`config.mk`:
```
export PLATFORM = sky130hd
export DESIGN_NAME = mailbox_read_arbiter_flat
export DESIGN_NICKNAME = d
export VERILOG_FILES = /design/src/rtl/mailbox_read_arbiter_pkg.sv /design/src/rtl/mailbox_read_arbiter_if.sv /design/src/rtl/mailbox_rr_arbiter.sv /design/src/rtl/mailbox_read_arbiter.sv /design/src/flat_wrapper.sv
export SDC_FILE = /design/constraint.sdc
export NUM_CORES = 1
export LEC_CHECK = 0
export ABC_AREA = 1
export CORE_AREA = 4 4 120 122
export CTS_CLUSTER_SIZE = 40
export DETAILED_ROUTE_END_ITERATION = 16
export DIE_AREA = 0 0 124 126
export HOLD_SLACK_MARGIN = 0.02
export PLACE_DENSITY = 0.71
export SYNTH_ARGS = -nofsm -noshare
export SYNTH_HDL_FRONTEND = slang
export SYNTH_SLANG_ARGS = --single-unit
```
`constraint.sdc`:
```
create_clock -name Clk_CI -period 2.2 [get_ports Clk_CI]
set_clock_uncertainty 0.05 [all_clocks]
set_input_delay 0.33 -clock Clk_CI [delete_from_list [all_inputs] [get_ports Clk_CI]]
set_output_delay 0.33 -clock Clk_CI [all_outputs]
set_load 0.02 [all_outputs]
```
`src/rtl/mailbox_read_arbiter_pkg.sv`:
```
// Shared types and constants for the mailbox read arbiter.
// Optional feature macro: MBOX_ARB_BURST_REJECT_EN (adds the ERR state).
package mailbox_read_arbiter_pkg;

    // Arbiter FSM states; ERR exists only when burst rejection is compiled in.
    typedef enum logic [1:0] {
        ST_IDLE = 2'd0,
        ST_ADDR = 2'd1,
        ST_DATA = 2'd2
`ifdef MBOX_ARB_BURST_REJECT_EN
        , ST_ERR = 2'd3
`endif
    } state_e;

    localparam logic [1:0] RESP_OKAY   = 2'b00;
    localparam logic [1:0] RESP_SLVERR = 2'b10;

endpackage

```
`src/rtl/mailbox_read_arbiter_if.sv`:
```
// Bundle of the two requester AR/R channels and the adaptor AR/R channel.
// slave  : the arbiter's view (serves requesters, drives the adaptor).
// master : the environment's view (requesters plus the adaptor).
// Handshake rule on every channel: a beat transfers on a rising clock edge
// where valid and ready are both high; once raised, valid and its payload
// stay stable until that transfer.
interface mailbox_read_arbiter_if #(
    parameter int AXI_ADDR_WIDTH = 32,
    parameter int AXI_DATA_WIDTH = 64,
    parameter int AXI_ID_WIDTH   = 10
);
    logic [1:0][AXI_ADDR_WIDTH-1:0] Req_ArAddr_DI;
    logic [1:0]                     Req_ArValid_SI;
    logic [1:0]                     Req_ArReady_SO;
    logic [1:0][7:0]                Req_ArLen_SI;
    logic [1:0][AXI_ID_WIDTH-1:0]   Req_ArId_DI;
    logic [1:0]                     Req_RValid_SO;
    logic [1:0]                     Req_RReady_SI;
    logic [AXI_DATA_WIDTH-1:0]      Req_RData_DO;
    logic [AXI_ID_WIDTH-1:0]        Req_RId_DO;
    logic [1:0]                     Req_RResp_DO;
    logic                           Req_RLast_SO;

    logic [AXI_ADDR_WIDTH-1:0]      Mbx_ArAddr_DO;
    logic [7:0]                     Mbx_ArLen_SO;
    logic [AXI_ID_WIDTH-1:0]        Mbx_ArId_DO;
    logic                           Mbx_ArValid_SO;
    logic                           Mbx_ArReady_SI;
    logic [AXI_DATA_WIDTH-1:0]      Mbx_RData_DI;
    logic [AXI_ID_WIDTH-1:0]        Mbx_RId_DI;
    logic [1:0]                     Mbx_RResp_DI;
    logic                           Mbx_RValid_SI;
    logic                           Mbx_RReady_SO;

    modport slave (
        input  Req_ArAddr_DI, Req_ArValid_SI, Req_ArLen_SI, Req_ArId_DI, Req_RReady_SI,
        output Req_ArReady_SO, Req_RValid_SO, Req_RData_DO, Req_RId_DO, Req_RResp_DO, Req_RLast_SO,
        output Mbx_ArAddr_DO, Mbx_ArLen_SO, Mbx_ArId_DO, Mbx_ArValid_SO, Mbx_RReady_SO,
        input  Mbx_ArReady_SI, Mbx_RData_DI, Mbx_RId_DI, Mbx_RResp_DI, Mbx_RValid_SI
    );

    modport master (
        output Req_ArAddr_DI, Req_ArValid_SI, Req_ArLen_SI, Req_ArId_DI, Req_RReady_SI,
        input  Req_ArReady_SO, Req_RValid_SO, Req_RData_DO, Req_RId_DO, Req_RResp_DO, Req_RLast_SO,
        input  Mbx_ArAddr_DO, Mbx_ArLen_SO, Mbx_ArId_DO, Mbx_ArValid_SO, Mbx_RReady_SO,
        output Mbx_ArReady_SI, Mbx_RData_DI, Mbx_RId_DI, Mbx_RResp_DI, Mbx_RValid_SI
    );

endinterface

```
`src/rtl/mailbox_rr_arbiter.sv`:
```
// Two-way round-robin grant. A lone request always wins; on a tie the
// priority bit picks the winner, and after every accepted grant the bit
// points at the requester that did not win.
module mailbox_rr_arbiter (
    input  logic       clk,
    input  logic       rst,
    input  logic [1:0] req,
    input  logic       advance,
    output logic [1:0] grant,
    output logic       prio
);

    // One-hot grant from the current requests and priority bit.
    always_comb begin
        grant = req;
        if (req == 2'b11) begin
            grant = prio ? 2'b10 : 2'b01;
        end
    end

    // Priority flips to the loser whenever a grant is accepted.
    always_ff @(posedge clk) begin
        if (rst) begin
            prio <= 1'b0;
        end else if (advance) begin
            prio <= grant[0];
        end
    end

endmodule

```
`src/rtl/mailbox_read_arbiter.sv`:
```
// Shares one mailbox read adaptor between two AXI-style read requesters,
// one transaction outstanding at a time.
// Optional feature macro: MBOX_ARB_BURST_REJECT_EN -- when defined, requests
// with a nonzero burst length are answered locally with SLVERR.
module mailbox_read_arbiter
    import mailbox_read_arbiter_pkg::*;
#(
    parameter int AXI_ADDR_WIDTH = 32,
    parameter int AXI_DATA_WIDTH = 64,
    parameter int AXI_ID_WIDTH   = 10
) (
    input  logic                   Clk_CI,
    input  logic                   Rst_RI,
    mailbox_read_arbiter_if.slave  bus,
    output state_e                 dbg_state,
    output logic                   dbg_prio
);

    state_e                    state_q, state_d;
    logic [AXI_ADDR_WIDTH-1:0] addr_q;
    logic [7:0]                len_q;
    logic [AXI_ID_WIDTH-1:0]   id_q;
    logic                      winner_q;

    logic [1:0]                grant;
    logic                      prio;
    logic                      sel;
    logic                      ar_hs;

    logic [1:0]                ar_ready;
    logic                      mbx_ar_valid;
    logic [1:0]                r_valid;
    logic [AXI_DATA_WIDTH-1:0] r_data;
    logic [AXI_ID_WIDTH-1:0]   r_id;
    logic [1:0]                r_resp;
    logic                      r_last;
    logic                      mbx_r_ready;

    // Grant is nonzero exactly when some requester is valid, so any valid
    // in IDLE is a completed handshake with the winner.
    assign sel   = grant[1];
    assign ar_hs = (state_q == ST_IDLE) && (|bus.Req_ArValid_SI);

    mailbox_rr_arbiter u_rr (
        .clk     (Clk_CI),
        .rst     (Rst_RI),
        .req     (bus.Req_ArValid_SI),
        .advance (ar_hs),
        .grant   (grant),
        .prio    (prio)
    );

    // State register.
    always_ff @(posedge Clk_CI) begin
        if (Rst_RI) begin
            state_q <= ST_IDLE;
        end else begin
            state_q <= state_d;
        end
    end

    // Capture the winning request payload at the AR handshake.
    always_ff @(posedge Clk_CI) begin
        if (Rst_RI) begin
            addr_q   <= '0;
            len_q    <= '0;
            id_q     <= '0;
            winner_q <= 1'b0;
        end else if (ar_hs) begin
            addr_q   <= bus.Req_ArAddr_DI[sel];
            len_q    <= bus.Req_ArLen_SI[sel];
            id_q     <= bus.Req_ArId_DI[sel];
            winner_q <= sel;
        end
    end

    // Next state and all handshake/R outputs; R outputs are zero outside DATA/ERR.
    always_comb begin
        state_d      = state_q;
        ar_ready     = 2'b00;
        mbx_ar_valid = 1'b0;
        r_valid      = 2'b00;
        r_data       = '0;
        r_id         = '0;
        r_resp       = RESP_OKAY;
        r_last       = 1'b0;
        mbx_r_ready  = 1'b0;
        case (state_q)
            ST_IDLE: begin
                ar_ready = grant;
                if (ar_hs) begin
`ifdef MBOX_ARB_BURST_REJECT_EN
                    state_d = (bus.Req_ArLen_SI[sel] != 8'd0) ? ST_ERR : ST_ADDR;
`else
                    state_d = ST_ADDR;
`endif
                end
            end
            ST_ADDR: begin
                mbx_ar_valid = 1'b1;
                if (bus.Mbx_ArReady_SI) begin
                    state_d = ST_DATA;
                end
            end
            ST_DATA: begin
                r_valid[winner_q] = bus.Mbx_RValid_SI;
                mbx_r_ready       = bus.Req_RReady_SI[winner_q];
                r_data            = bus.Mbx_RData_DI;
                r_resp            = bus.Mbx_RResp_DI;
                r_id              = id_q;
                r_last            = bus.Mbx_RValid_SI;
                if (bus.Mbx_RValid_SI && mbx_r_ready) begin
                    state_d = ST_IDLE;
                end
            end
`ifdef MBOX_ARB_BURST_REJECT_EN
            ST_ERR: begin
                r_valid[winner_q] = 1'b1;
                r_resp            = RESP_SLVERR;
                r_id              = id_q;
                r_last            = 1'b1;
                if (bus.Req_RReady_SI[winner_q]) begin
                    state_d = ST_IDLE;
                end
            end
`endif
            default: begin
                state_d = ST_IDLE;
            end
        endcase
    end

    assign bus.Req_ArReady_SO = ar_ready;
    assign bus.Req_RValid_SO  = r_valid;
    assign bus.Req_RData_DO   = r_data;
    assign bus.Req_RId_DO     = r_id;
    assign bus.Req_RResp_DO   = r_resp;
    assign bus.Req_RLast_SO   = r_last;
    assign bus.Mbx_ArAddr_DO  = addr_q;
    assign bus.Mbx_ArLen_SO   = len_q;
    assign bus.Mbx_ArId_DO    = id_q;
    assign bus.Mbx_ArValid_SO = mbx_ar_valid;
    assign bus.Mbx_RReady_SO  = mbx_r_ready;

    assign dbg_state = state_q;
    assign dbg_prio  = prio;

endmodule

```
`src/flat_wrapper.sv`:
```
// flat-port wrapper written by rule: the top's interface ports become plain ports
module mailbox_read_arbiter_flat import mailbox_read_arbiter_pkg::*;
#(
    parameter int AXI_ADDR_WIDTH = 32,
    parameter int AXI_DATA_WIDTH = 64,
    parameter int AXI_ID_WIDTH   = 10
)
  (Clk_CI, Rst_RI, dbg_state, dbg_prio, bus_Req_ArAddr_DI, bus_Req_ArValid_SI, bus_Req_ArLen_SI, bus_Req_ArId_DI, bus_Req_RReady_SI, bus_Req_ArReady_SO, bus_Req_RValid_SO, bus_Req_RData_DO, bus_Req_RId_DO, bus_Req_RResp_DO, bus_Req_RLast_SO, bus_Mbx_ArAddr_DO, bus_Mbx_ArLen_SO, bus_Mbx_ArId_DO, bus_Mbx_ArValid_SO, bus_Mbx_RReady_SO, bus_Mbx_ArReady_SI, bus_Mbx_RData_DI, bus_Mbx_RId_DI, bus_Mbx_RResp_DI, bus_Mbx_RValid_SI);
  mailbox_read_arbiter_if #(.AXI_ADDR_WIDTH(AXI_ADDR_WIDTH), .AXI_DATA_WIDTH(AXI_DATA_WIDTH), .AXI_ID_WIDTH(AXI_ID_WIDTH)) bus_i ();
  input  logic Clk_CI;
  input  logic Rst_RI;
  output state_e dbg_state;
  output logic dbg_prio;
  input wire logic [$bits(bus_i.Req_ArAddr_DI)-1:0] bus_Req_ArAddr_DI;
  input wire logic [$bits(bus_i.Req_ArValid_SI)-1:0] bus_Req_ArValid_SI;
  input wire logic [$bits(bus_i.Req_ArLen_SI)-1:0] bus_Req_ArLen_SI;
  input wire logic [$bits(bus_i.Req_ArId_DI)-1:0] bus_Req_ArId_DI;
  input wire logic [$bits(bus_i.Req_RReady_SI)-1:0] bus_Req_RReady_SI;
  output wire logic [$bits(bus_i.Req_ArReady_SO)-1:0] bus_Req_ArReady_SO;
  output wire logic [$bits(bus_i.Req_RValid_SO)-1:0] bus_Req_RValid_SO;
  output wire logic [$bits(bus_i.Req_RData_DO)-1:0] bus_Req_RData_DO;
  output wire logic [$bits(bus_i.Req_RId_DO)-1:0] bus_Req_RId_DO;
  output wire logic [$bits(bus_i.Req_RResp_DO)-1:0] bus_Req_RResp_DO;
  output wire logic [$bits(bus_i.Req_RLast_SO)-1:0] bus_Req_RLast_SO;
  output wire logic [$bits(bus_i.Mbx_ArAddr_DO)-1:0] bus_Mbx_ArAddr_DO;
  output wire logic [$bits(bus_i.Mbx_ArLen_SO)-1:0] bus_Mbx_ArLen_SO;
  output wire logic [$bits(bus_i.Mbx_ArId_DO)-1:0] bus_Mbx_ArId_DO;
  output wire logic [$bits(bus_i.Mbx_ArValid_SO)-1:0] bus_Mbx_ArValid_SO;
  output wire logic [$bits(bus_i.Mbx_RReady_SO)-1:0] bus_Mbx_RReady_SO;
  input wire logic [$bits(bus_i.Mbx_ArReady_SI)-1:0] bus_Mbx_ArReady_SI;
  input wire logic [$bits(bus_i.Mbx_RData_DI)-1:0] bus_Mbx_RData_DI;
  input wire logic [$bits(bus_i.Mbx_RId_DI)-1:0] bus_Mbx_RId_DI;
  input wire logic [$bits(bus_i.Mbx_RResp_DI)-1:0] bus_Mbx_RResp_DI;
  input wire logic [$bits(bus_i.Mbx_RValid_SI)-1:0] bus_Mbx_RValid_SI;
  assign bus_i.Req_ArAddr_DI = bus_Req_ArAddr_DI;
  assign bus_i.Req_ArValid_SI = bus_Req_ArValid_SI;
  assign bus_i.Req_ArLen_SI = bus_Req_ArLen_SI;
  assign bus_i.Req_ArId_DI = bus_Req_ArId_DI;
  assign bus_i.Req_RReady_SI = bus_Req_RReady_SI;
  assign bus_Req_ArReady_SO = bus_i.Req_ArReady_SO;
  assign bus_Req_RValid_SO = bus_i.Req_RValid_SO;
  assign bus_Req_RData_DO = bus_i.Req_RData_DO;
  assign bus_Req_RId_DO = bus_i.Req_RId_DO;
  assign bus_Req_RResp_DO = bus_i.Req_RResp_DO;
  assign bus_Req_RLast_SO = bus_i.Req_RLast_SO;
  assign bus_Mbx_ArAddr_DO = bus_i.Mbx_ArAddr_DO;
  assign bus_Mbx_ArLen_SO = bus_i.Mbx_ArLen_SO;
  assign bus_Mbx_ArId_DO = bus_i.Mbx_ArId_DO;
  assign bus_Mbx_ArValid_SO = bus_i.Mbx_ArValid_SO;
  assign bus_Mbx_RReady_SO = bus_i.Mbx_RReady_SO;
  assign bus_i.Mbx_ArReady_SI = bus_Mbx_ArReady_SI;
  assign bus_i.Mbx_RData_DI = bus_Mbx_RData_DI;
  assign bus_i.Mbx_RId_DI = bus_Mbx_RId_DI;
  assign bus_i.Mbx_RResp_DI = bus_Mbx_RResp_DI;
  assign bus_i.Mbx_RValid_SI = bus_Mbx_RValid_SI;
  mailbox_read_arbiter #(.AXI_ADDR_WIDTH(AXI_ADDR_WIDTH), .AXI_DATA_WIDTH(AXI_DATA_WIDTH), .AXI_ID_WIDTH(AXI_ID_WIDTH)) u_core (.Clk_CI(Clk_CI), .Rst_RI(Rst_RI), .bus(bus_i), .dbg_state(dbg_state), .dbg_prio(dbg_prio));
endmodule
```
# After elaboration in Yosys (flattened, before gate mapping)
# Index checks and enable logic that the tools add are counted.
# word_totals
output_inout_bits	136
input_bits	184
ff_bits	54
# op_classes
n_eq_ne	6
n_reduce_logical	6
muxes	24
n_bitwise	1
magnitude_cmp	3
# op_table
operator	n
2-to-1 mux 32 bit	2
2-to-1 mux 64 bit	1
2-to-1 mux 10 bit	3
2-to-1 mux 2 bit	8
2-to-1 mux 8 bit	2
2-to-1 mux 1 bit	6
one-hot mux 2 bit (3 select lines)	1
equality test 2 bit, second input constant	2
less-than comparator 1 x 2 -> 1 bit, second input constant	2
!= test 2 x 1 -> 1 bit, second input constant	2
logical AND 1 bit	3
AND reduction 3 bit	1
bitwise AND 2 bit	1
equality test 2 x 1 -> 1 bit, second input constant	1
zero test 2 bit	1
!= test 2 bit, second input constant	1
OR reduction 2 bit	1
demux 1 bit (select 1 bit)	1
greater-or-equal comparator 1 bit, second input constant	1

# Logic depth before layout (Yosys ltp)
# Gate-level depths: netlist of run 1.
# depth
ltp_word	6
mapped_depth	8
depth_no_buf	7

# Cells and area by module
# Synthesis of run 1 repeated with hierarchy kept, for this count alone.
# hier_totals
cells_unflattened	586
area_unflattened_um2	3266.9
# by_module_without_submodules
mod	n_inst	seq_area_each_um2	area_each_um2	cells_per_inst
mailbox_read_arbiter	1	1061.0	3205.6	575
mailbox_rr_arbiter	1	20.0	61.3	11

# Worst setup path after synthesis of run 1
# OpenSTA, ideal clock, no wires.
# synth_path
path_type	register -> output
startpoint	reg u_core.state_q[1], in the netlist u_core.dbg_state[1]
endpoint	out bus_Req_RValid_SO[0]
t_arrival_ns	1.379
path_buffers	1
slack_ns	0.441
stages_incl_launch_ff	6
required_time_ns	1.820
cell_sequence	dfxtp_1 > inv_1 > nor2_1 > inv_2 > buf_2 > nor3_1
# synth_via
elab_chain_len	2
# synth_lines
element	line_no	rtl
start: declaration	mailbox_read_arbiter.sv:19	state_e state_q, state_d;
start signal: assignment	mailbox_read_arbiter.sv:58	state_q <= state_d;
equality test 2 bit	mailbox_read_arbiter.sv:88	case (state_q)
2-to-1 mux 2 bit	mailbox_read_arbiter.sv:88	
end: declaration	flat_wrapper.sv:20	output wire logic [$bits(bus_i.Req_RValid_SO)-1:0] bus_Req_RValid_SO;
# No other way between the ends.

# Final worst setup path of run 1
# layout_path
startpoint	reg u_core.state_q[1], in the netlist u_core.dbg_state[1]
endpoint	out bus_Req_RId_DO[7]
# layout_via
elab_chain_len	2
# layout_lines
element	line_no	rtl
equality test 2 bit	mailbox_read_arbiter.sv:88	
2-to-1 mux 10 bit	mailbox_read_arbiter.sv:88	
end: declaration	flat_wrapper.sv:22	output wire logic [$bits(bus_i.Req_RId_DO)-1:0] bus_Req_RId_DO;
# No other way between the ends.

==> results.md, run 1 <==
Synthesis:
- After technology mapping, the gate count stands at 626.
- The part of the Yosys area used for sequential elements is 30.48%.
- The count of yosys warnings during synthesis is 0.
- The average footprint of a synthesized cell is 5.666 sq um.
- The synthesized design contains 54 register bits.
- The number of nets in the synthesized netlist is 810.
- The distinct cell type count of the synthesized netlist is 18.
- The post-synth design cell area is 0.003547 sq mm.

Worst setup path:
- Counting stages on the worst path, the most repeated cell is nor2_1.
- In this design, the largest share of critical-path delay is due to buffers and inverters.
- Among all stages on the critical path, the largest delay is contributed by clkdlybuf4s50_1.
- The data arrival time of the critical path is 1.67 ns.
- The critical path endpoint category is an output port.
- For the worst setup path, the data required time is 1.82 ns.
- The largest stage delay on the critical path is 0.64 ns.
- The startpoint-to-endpoint class of the critical path is register to output port.
- Of all nets on the critical path, the largest fanout is 6.
- Traced cell by cell, the critical path runs through inv_1, nor2_1, inv_2, nor2_1, clkdlybuf4s50_1.
- The count of buffering cells on the critical path with inverters included is 3.
- STA classifies the critical path startpoint as a register.

STA:
- For the pin with the worst max-slew slack, the measured transition is 0.6166 ns.
- Static timing analysis puts the maximum clock frequency at 488.0 MHz.
- Setup repair after global routing left no endpoint under its margin.
- Setup total negative slack on the finished layout was measured at 0 ns.
- The number of pins with negative max-slew slack in the final report is 0.
- In the finished design, the share of the clock period the worst path needs comes to 93.14%.
- Headroom to the max-slew limit came out at 58.90%.
- The minimum clock period is 2.049 ns.
- The total count of hold-check failures in the final report is 0.
- The final-report setup violation count is 0.
- The worst-case setup margin in the final layout is 0.1508 ns.
- Hold is met by 0.4795 ns.

Final layout:
- The final layout net count is 1097.
- The combined area of the multi-input logic cells is 0.001545 sq mm.
- Compared with the post-synthesis result, the final layout area differs by 91.89%.
- The number of antenna diodes in the final layout is 0.
- The number of standard cells in the final layout excluding fillers is 1090.
- Summing all flip-flop and latch instances after layout gives 0.001081 sq mm.
- Cells fill 51.60% of the core in the end.
- The proportion of layout cells with a drive suffix above 1 is 3.282%.
- After filler insertion, the fill cell instance count of the layout stands at 1399.

Drt:
- The total wire length after detailed routing is 15800 um.
- The number of vias after detailed routing is 4528.
- In the routed design, unresolved DRC markers number 0.
- The remaining antenna violation count is 0.
- Dividing the detail-routed wire length by the instance count gives 14.49 um.
- The first detailed-routing pass ran for 4 iterations.
- The first routing iteration left 245 violations.
- The number of vias per cell is 4.154.

Global routing:
- The via count of the first global-routing pass came to 4301.
- Entering global routing, the biggest net connects 54 pins.
- The final global-route overflow total is 0.
- The first global-routing pass estimated 23070 um of wire.
- The number of antenna violations at the first check in global routing was 0.
- In the global route stage, overall resource usage came out at 19.07%.

Power:
- Of the total power, registers draw 32.3%.
- For this design the ratio of total power to cell area is 530.2 mW/mm^2.
- Across the VDD grid, the largest voltage drop is 434.0 uV.
- The clock network power share is 26.5%.
- For this design the total switching power over the nets is 1.213 mW.
- The internal power contribution is 2.397 mW.
- The leakage power summed over all cells is 3.768 nW.
- The share of total power dissipated in combinational logic is 41.2%.
- Net switching is 33.60% of the power.

Placement:
- Routability-driven placement finished with a final weighted congestion of 0.8158.
- During placement, the flow inserted port buffers numbering 309.
- Summed over all nets, the half-perimeter wirelength after detailed placement is 12390 um.
- Once placement completed, the tool counted placed cells totaling 1082.
- The worst-case setup slack after placement is -0.04593 ns.

Clock network:
- The clock insertion delay at the later pin of the skew report is 0.30 ns.
- Clock-pin slew was measured on the worst setup and hold paths at 0.07 ns.
- Buffers added to address setup during post-CTS repair amount to 0.
- Counting every sink on the clock net gives 54.
- The clock tree from TritonCTS is done.
- The worst-case clock buffer depth is 2.
- The cell sitting at the root of the clock tree is a clkbuf_16.
- The H-tree was split into 2 levels.
- The total clock buffers created by CTS is 5.
- The hold buffer count at CTS is 0.

Flow run:
- Across the run, the number of max-cap violations was 0.

Floorplan:
- The vertical die dimension is 126 um.
- The standard cell core area is 0.01319 sq mm.
- Once the floorplan was initialized, standard cells occupied 26.89% of the core.
- Pin placement for this block handled 320 I/O pins.
- The floorplan step defined a die boundary enclosing 0.01562 sq mm.
- The cell row count is 42.
- The die is 124 um wide.

Status:
- The flow ran to the end, and the final reports show no timing, DRC or antenna violations.

Worst hold path:
- The worst hold path class is register to register.
## layout by cell type, fill, tap and decap left out
cell type          n
nand2_4            1
clkbuf_16          5
inv_2              1
inv_1            178
inv_4              1
bufinv_16          1
clkbuf_8           1
dlygate4sd2_1     75
buf_12             3
nor3_1             2
a21oi_2            1
clkdlybuf4s50_1  230
nor2_1            80
a21oi_1           53
inv_6              1
nand2_1          110
nand2_2            4
dfxtp_1           54
buf_4              9
dlymetal6s2s_1     1
nand3_1          101
nor2_2             1
buf_2              1
## state kept, by name (all words and copies together) (netlist names)
name and count:
u_core.winner_q 1, u_core.bus.Mbx_ArAddr_DO 32, u_core.bus.Mbx_ArId_DO 10, u_core.bus.Mbx_ArLen_SO 8, u_core.u_rr.prio 1, u_core.dbg_state 2
## layer usage
layer / global-route usage [%] / routed length, um
met5: 0 / 0
met3: 6.054 / 1560
met4: 4.704 / 309
met1: 20.91 / 6027
met2: 35.13 / 7899
## area by class of cell
class | instances | area share [%]
clock buffers | 6 | 2.040
repair buffers | 319 | 45.61
multi-input cells | 353 | 22.70
inverters | 180 | 9.963
well taps | 176 | 3.235
clock inverters | 2 | 0.5699
flip-flops and latches | 54 | 15.88
## cell families after synthesis
logic type	synth area share [%]
buffers and inverters	26.10
and+or+nand+nor	35.70
DFF	30.48
AOI/OAI and AO/OA	7.725
## power by group through the flow
stage,clock network [mW],registers [mW],logic (mW)
CTS,1.01,1.17,1.51
finish,0.957,1.17,1.49
global route,1.05,1.18,1.63
detailed placement,0,1.19,1.53
global placement,0,1.18,1.53
floorplan,0,1.34,0.619
## cell usage after synthesis (all sizes together)
cell / n / area (sq um)
nand2: 115 / 444.2
a21oi: 54 / 274.0
nor2: 81 / 306.6
dfxtp: 54 / 1081
nor3: 2 / 10.01
buf: 32 / 221.5
nand3: 101 / 505.5
inv: 180 / 678.2
clkbuf: 7 / 26.28
## timing repair
action                                  in CTS  in global routing
gates resized for setup                     75                  1
endpoints found under the setup margin      75                  1
pin swaps                                    0                  0
hold endpoints to repair                     0                  0
## per-stage QoR
step           power, mW  cell area (sq um)
2_1_floorplan      1.957               3547
3_3_place_gp       2.710               6720
3_5_place_dp       2.725               6720
4_1_cts            3.684               6804
5_1_grt            3.865               6807
6_report           3.609               6807
## final timing paths
check / startpoint / endpoint / slack [ns] / cells after the start
min reg2reg: u_core.u_rr.prio / u_core.u_rr.prio / 0.48 / 2
min: u_core.u_rr.prio / u_core.u_rr.prio / 0.48 / 2
max reg2reg: u_core.dbg_state[0] / u_core.bus.Mbx_ArId_DO[8] / 0.50 / 8
max: u_core.dbg_state[1] / bus_Req_RId_DO[7] / 0.15 / 5
## worst register-to-register path: cells and delay by family, from the launching register on
family                 cells  cell delay (ns)
flip-flops                 1             0.31
AND/OR/NAND/NOR            4             0.59
buffers and inverters      4             0.65
(Power assumes the default switching activity.)
==> run 2: changes to the inputs <==
CTS_BUF_LIST = sky130_fd_sc_hd__clkbuf_16   (was not set)
==> results.md, run 2 (same netlist as run 1, synthesis figures left out) <==
Drt:
- The number of vias per cell is 4.157.
- The final layout contains routed wiring with a total length of 15790 um.
- The first detailed-routing pass ran for 4 iterations.
- The number of vias after detailed routing is 4531.
- For this block, the initial DRC count from the detailed router was 246.
- For this run, design rule violations remaining after detail routing come to 0.
- After detailed routing, the average wire length per cell comes to 14.48 um.
- The detail route stage leaves a number of antenna-violating nets equal to 0.

Final layout:
- The most common cell after layout, fill and taps aside is clkdlybuf4s50_1.
- The final design instance area without fill is 0.006797 sq mm.
- The final layout net count is 1097.
- In the final layout, the multi-input gates occupy 0.001545 sq mm.
- The proportion of layout cells with a drive suffix above 1 is 3.173%.
- The number of inserted filler cells in the final layout is 1398.
- The register cell area after layout is 0.001081 sq mm.
- The repair_antennas step left the layout with diodes totalling 0.
- The number of flip-flops under the largest register name is 32.
- In the layout the commonest cells are clkdlybuf4s50_1, inv_1, nand2_1, nand3_1, nor2_1.
- Relative to the synthesized area, the layout overhead comes to 91.60%.

STA:
- The minimum clock period is 2.049 ns.
- Setup violations remaining at the end of the flow were counted as 0.
- The number of pins with negative max-slew slack in the final report was 0.
- The share of the clock period used by the worst path after layout is 93.12%.
- Hold timing on the final database bottoms out at a slack of 0.4795 ns.
- The total count of hold-check failures in the final report is 0.
- The normalized max-slew margin is 58.62%.
- The slew at the pin closest to its max-slew limit is 0.6207 ns.
- The accumulated negative setup slack is 0 ns.
- The fmax is 488.1 MHz.
- Setup repair after global routing left no endpoint under its margin.

Worst setup path:
- The critical path is of the register to output port type.
- The required time at the endpoint of the critical path is 1.82 ns.
- The slowest cell on the critical path is clkdlybuf4s50_1.
- At the worst endpoint, the arrival time is 1.67 ns.
- The largest stage delay on the critical path is 0.64 ns.
- The kind of start point of the critical path is a register.
- The worst setup path is captured at an output port.
- The largest driver fanout on the critical path is 6.
- Walking the worst path, the cells encountered are inv_1, nor2_1, inv_2, nor2_1, clkdlybuf4s50_1.
- The most numerous cell type found on the critical path is nor2_1.

Power:
- Total power for the finished layout comes to 3.571 mW.
- IR analysis of the VDD net gives a maximum drop of 433.8 uV.
- Power spread over the standard cell area amounts to 525.5 mW/mm^2.
- For this design the static power due to leakage is 3.762 nW.

Clock network:
- The hold buffer count at CTS is 0.
- The clock reaches the later pin of the worst-skew pair after 0.30 ns.
- The clock slew at the register clock pins of the worst setup and hold paths is 0.07 ns.
- The worst-case clock buffer depth is 2.
- The H-tree depth is 2.
- The number of clock sinks seen by CTS is 54.
- TritonCTS built the clock tree.
- Clock tree synthesis inserted a total of 5 buffers.
- The buffer cell driving the clock tree root is clkbuf_16.

Placement:
- The HPWL after detailed placement is 12390 um.
- In this run the tool buffered the top-level ports with 309 buffer cells.
- The post-placement cell area is 0.006720 sq mm.
- The placer congestion estimate is 0.8158.

Floorplan:
- The die is 124 um wide.
- The die covers 0.01562 sq mm.
- The starting utilization of the core area is 26.89%.
- The cell row count is 42.
- Measured along the y axis, the die boundary spans 126 um.
- The standard cell core area is 0.01319 sq mm.
- 320 I/O pins were placed.

Global routing:
- The final global-route overflow total is 0.
- The via count of the first global-routing pass is 4302.
- The number of antenna violations at the first check in global routing came to 0.
- The pin count of the biggest net entering global routing is 54.
- The global-route usage over all layers is 19.04%.
- The wire length of the first global-routing pass is 23050 um.

Worst hold path:
- The worst hold path class is register to register.

Flow run:
- The max-capacitance violation count is 0.

Status:
- The run finished with clean final reports.
[run 2: cell types whose count changed in the layout (fill, tap and decap cells not counted)]
cell,before,now
clkbuf_8,1,0
clkinv_1,0,1
[run 2: through the flow]
step           worst slack, ns  std cells  utilization, %
6_report                0.1514       1090           51.53
5_1_grt                0.02021       1090           51.53
4_1_cts                0.03700       1090           51.51
3_5_place_dp          -0.04593       1082           50.95
3_3_place_gp          -0.05210       1082           50.95
2_1_floorplan           0.4413        626               -
[run 2: worst max-delay path, delay by kind of cell (launching register included)]
family                 cells  cell delay [ns]
buffers and inverters      3             0.81
DFF                        1             0.32
and+or+nand+nor            2             0.25
[run 2: area by class of cell]
class                      instances  area share, %
tap                              176          3.240
sequential                        54          15.91
inverter                         180          9.978
timing repair buffer             319          45.67
multi-input combinational        353          22.74
clock buffer                       5          1.841
clock inverter                     3         0.6259
[run 2: what timing repair did]
| item | 4_1_cts | 5_1_grt |
|---|---|---|
| setup endpoints to repair | 75 | 1 |
| resized for setup | 75 | 1 |
| buffers inserted | 0 | 0 |
[run 2: power breakdown]
group / total [mW] / switching (mW) / internal (mW)
logic: 1.49 / 0.766 / 0.720
registers: 1.17 / 0.0633 / 1.10
clock network: 0.919 / 0.381 / 0.538
total: 3.57 / 1.21 / 2.36
[run 2: worst paths after layout]
path                                           from                        end  cells past startpoint  slack (ns)
worst max-delay path            u_core.dbg_state[1]          bus_Req_RId_DO[7]                      5        0.15
worst min-delay path               u_core.u_rr.prio           u_core.u_rr.prio                      2        0.48
worst max register to register  u_core.dbg_state[0]  u_core.bus.Mbx_ArId_DO[8]                      8        0.50
worst min register to register     u_core.u_rr.prio           u_core.u_rr.prio                      2        0.48
[run 2: routing by layer]
metal	up-vias	GRT usage (%)	routed length, um
met2	174	35.19	7934
met3	17	6.054	1544
met5	-	0	0
met1	1943	20.77	5999
met4	0	4.704	309
li1	2397	-	-
==> run 3: changes to the inputs <==
CORE_AREA = 2 2 125 127   (was 4 4 120 122)
DIE_AREA = 0 0 127 129   (was 0 0 124 126)
PLACE_DENSITY = 0.64   (was 0.71)
==> results.md, run 3 (same netlist as run 1, synthesis figures left out) <==
Worst setup path:
- The gate family responsible for the most delay along the worst path is buffers and inverters.
- The largest driver fanout on the critical path is 6.
- The largest stage delay on the critical path is 0.64 ns.
- STA classifies the critical path startpoint as a register.
- The required time at the endpoint of the critical path is 1.82 ns.
- In this design, the critical path's most frequently occurring cell is nor2_1.
- The critical path endpoint category is an output port.
- The critical path goes through inv_1, nor2_1, inv_2, nor2_1, clkdlybuf4s50_1.
- The startpoint identified for the worst register-to-register timing path is u_core.dbg_state[0].
- Data arrives at the worst endpoint at 1.67 ns.
- The count of buffering cells on the critical path with inverters included is 3.
- The slowest cell on the critical path is clkdlybuf4s50_1.
- The source of the critical timing path is u_core.dbg_state[1].
- The critical path is of the register to output port type.

Flow run:
- The tool flagged a number of max-cap violations equal to 0.

Floorplan:
- From bottom edge to top edge, the die measures 129 um.
- The region available for standard cell placement spans 0.01498 sq mm.
- 320 I/O pins were placed.
- The initial utilization of the core area, before any placement, comes to 23.68%.
- The initialized floorplan defines 45 standard-cell rows.
- The chip width is 127 um.
- The floorplan die area is 0.01638 sq mm.

Final layout:
- The number of inserted filler cells in the final layout is 1627.
- The final design instance area without fill is 0.006800 sq mm.
- The register with the most flip-flops in the layout has 32 of them.
- In the layout the commonest cells are clkdlybuf4s50_1, inv_1, nand2_1, nand3_1, nor2_1.
- The count of inserted antenna diode cells is 0.
- The proportion of layout cells with a drive suffix above 1 is 3.388%.
- The number of standard cells in the final layout excluding fillers is 1103.
- The final layout net count is 1099.
- The layout overhead on the synthesized area is 91.71%.
- The most common cell after layout, fill and taps aside is clkdlybuf4s50_1.

STA:
- The fmax is 486.7 MHz.
- On the final layout, the worst hold slack is 0.4507 ns.
- The share of the clock period used by the worst path after layout is 93.40%.
- The number of pins with negative max-slew slack in the final report is 0.
- Setup repair after global routing left no endpoint under its margin.
- Headroom to the max-slew limit came out at 57.39%.
- The slew at the pin closest to its max-slew limit is 0.6392 ns.
- The total count of hold-check failures in the final report is 0.
- The final-report setup violation count is 0.
- The minimum clock period is 2.055 ns.

Worst hold path:
- The tightest min-delay check is of the input port to register type.
- The start point of the worst min-delay path is Rst_RI.

Clock network:
- TritonCTS built the clock tree.
- Counting along the longest clock path gives a buffer depth of 2.
- In this run the post-CTS setup repair buffer count came out at 0.
- The clock insertion delay at the later pin of the skew report is 0.30 ns.
- The clock slew at the register clock pins of the worst setup and hold paths is 0.07 ns.
- The buffer cell driving the clock tree root is clkbuf_16.
- The H-tree generated during clock tree synthesis spans 2 levels.
- The clock drives 54 sinks.
- Buffers inserted during clock tree synthesis total 5.
- The hold buffer count at CTS is 0.

Placement:
- The number of placed instances, taps included, is 1096.
- The number of buffer cells added on primary ports is 309.
- At the end of routability-driven placement, the weighted congestion stood at 0.7961.
- The placed instances occupy a cell area of 0.006753 sq mm.
- The HPWL after detailed placement is 12050 um.

Drt:
- For this run, design rule violations remaining after detail routing come to 0.
- The detail route stage leaves a number of antenna-violating nets equal to 0.
- The total wire length after detailed routing is 15610 um.
- In the routed layout, each cell is associated on average with a via count of 4.134.
- For this run, the detailed router's first-pass iteration total came to 4.
- The number of DRC markers in iteration 0 is 170.
- For this block, the via count after detailed routing is 4560.
- The detailed-route wire length per cell is 14.15 um.

Global routing:
- The via count of the first global-routing pass is 4159.
- The pin count of the biggest net entering global routing is 54.
- The first global-routing pass estimated 23520 um of wire.
- The final global-route overflow total is 0.
- Across every metal layer, demand over resource in global routing totals 18.56%.
- The number of antenna violations at the first check in global routing was 0.

Power:
- Power spread over the standard cell area amounts to 507.8 mW/mm^2.
- The highest ir drop seen on vdd is 273.5 uV.
- For this design the static power due to leakage is 3.800 nW.
- Overall power consumption after layout is estimated at 3.453 mW.

Status:
- The run finished with clean final reports.
-- run 3: final timing paths --
check / slack [ns] / endpoint / cells after the start
worst max-delay path: 0.15 / bus_Req_RId_DO[8] / 5
worst min register to register: 0.48 / u_core.u_rr.prio / 2
worst min-delay path: 0.45 / u_core.u_rr.prio / 2
worst max register to register: 0.49 / u_core.bus.Mbx_ArId_DO[9] / 8
-- run 3: layout make-up --
cell class	count	area [sq um]	area share (%)
Clock inverter	2	13.76	0.2024
Multi-Input combinational cell	353	1545	22.72
Inverter	180	678.2	9.972
Sequential cell	54	1081	15.90
Clock buffer	5	125.1	1.840
Timing Repair Buffer	321	3122	45.91
Tap cell	188	235.2	3.459
-- run 3: where the power goes --
group	total, mW	internal (mW)	switching [mW]
clock network	0.799	0.419	0.380
logic	1.49	0.721	0.768
registers	1.16	1.10	0.0617
total	3.45	2.24	1.21
-- run 3: through the flow --
step                setup TNS (ns)  setup WS, ns  utilization (%)
floorplan                        0        0.4413                -
global placement          -0.04299      -0.04299            45.09
detailed placement        -0.03842      -0.03842            45.09
CTS                              0       0.08777            45.37
global route                     0      0.001888            45.41
finish                           0        0.1453            45.41
-- run 3: per-layer routing --
metal  wire length, um  GRT usage (%)
met4               578          8.145
met3              1392          6.445
met1              6144          20.88
met2              7496          31.94
met5                 0              0
-- run 3: what timing repair did --
item,in CTS,in global routing
pin swaps,0,0
endpoints found under the setup margin,77,5
gates resized for setup,77,7
-- run 3: worst register-to-register path, delay by kind of cell (launching register included) --
family        cells  cell delay, ns
buf+inv           4            0.67
simple gates      4            0.58
flops             1            0.31
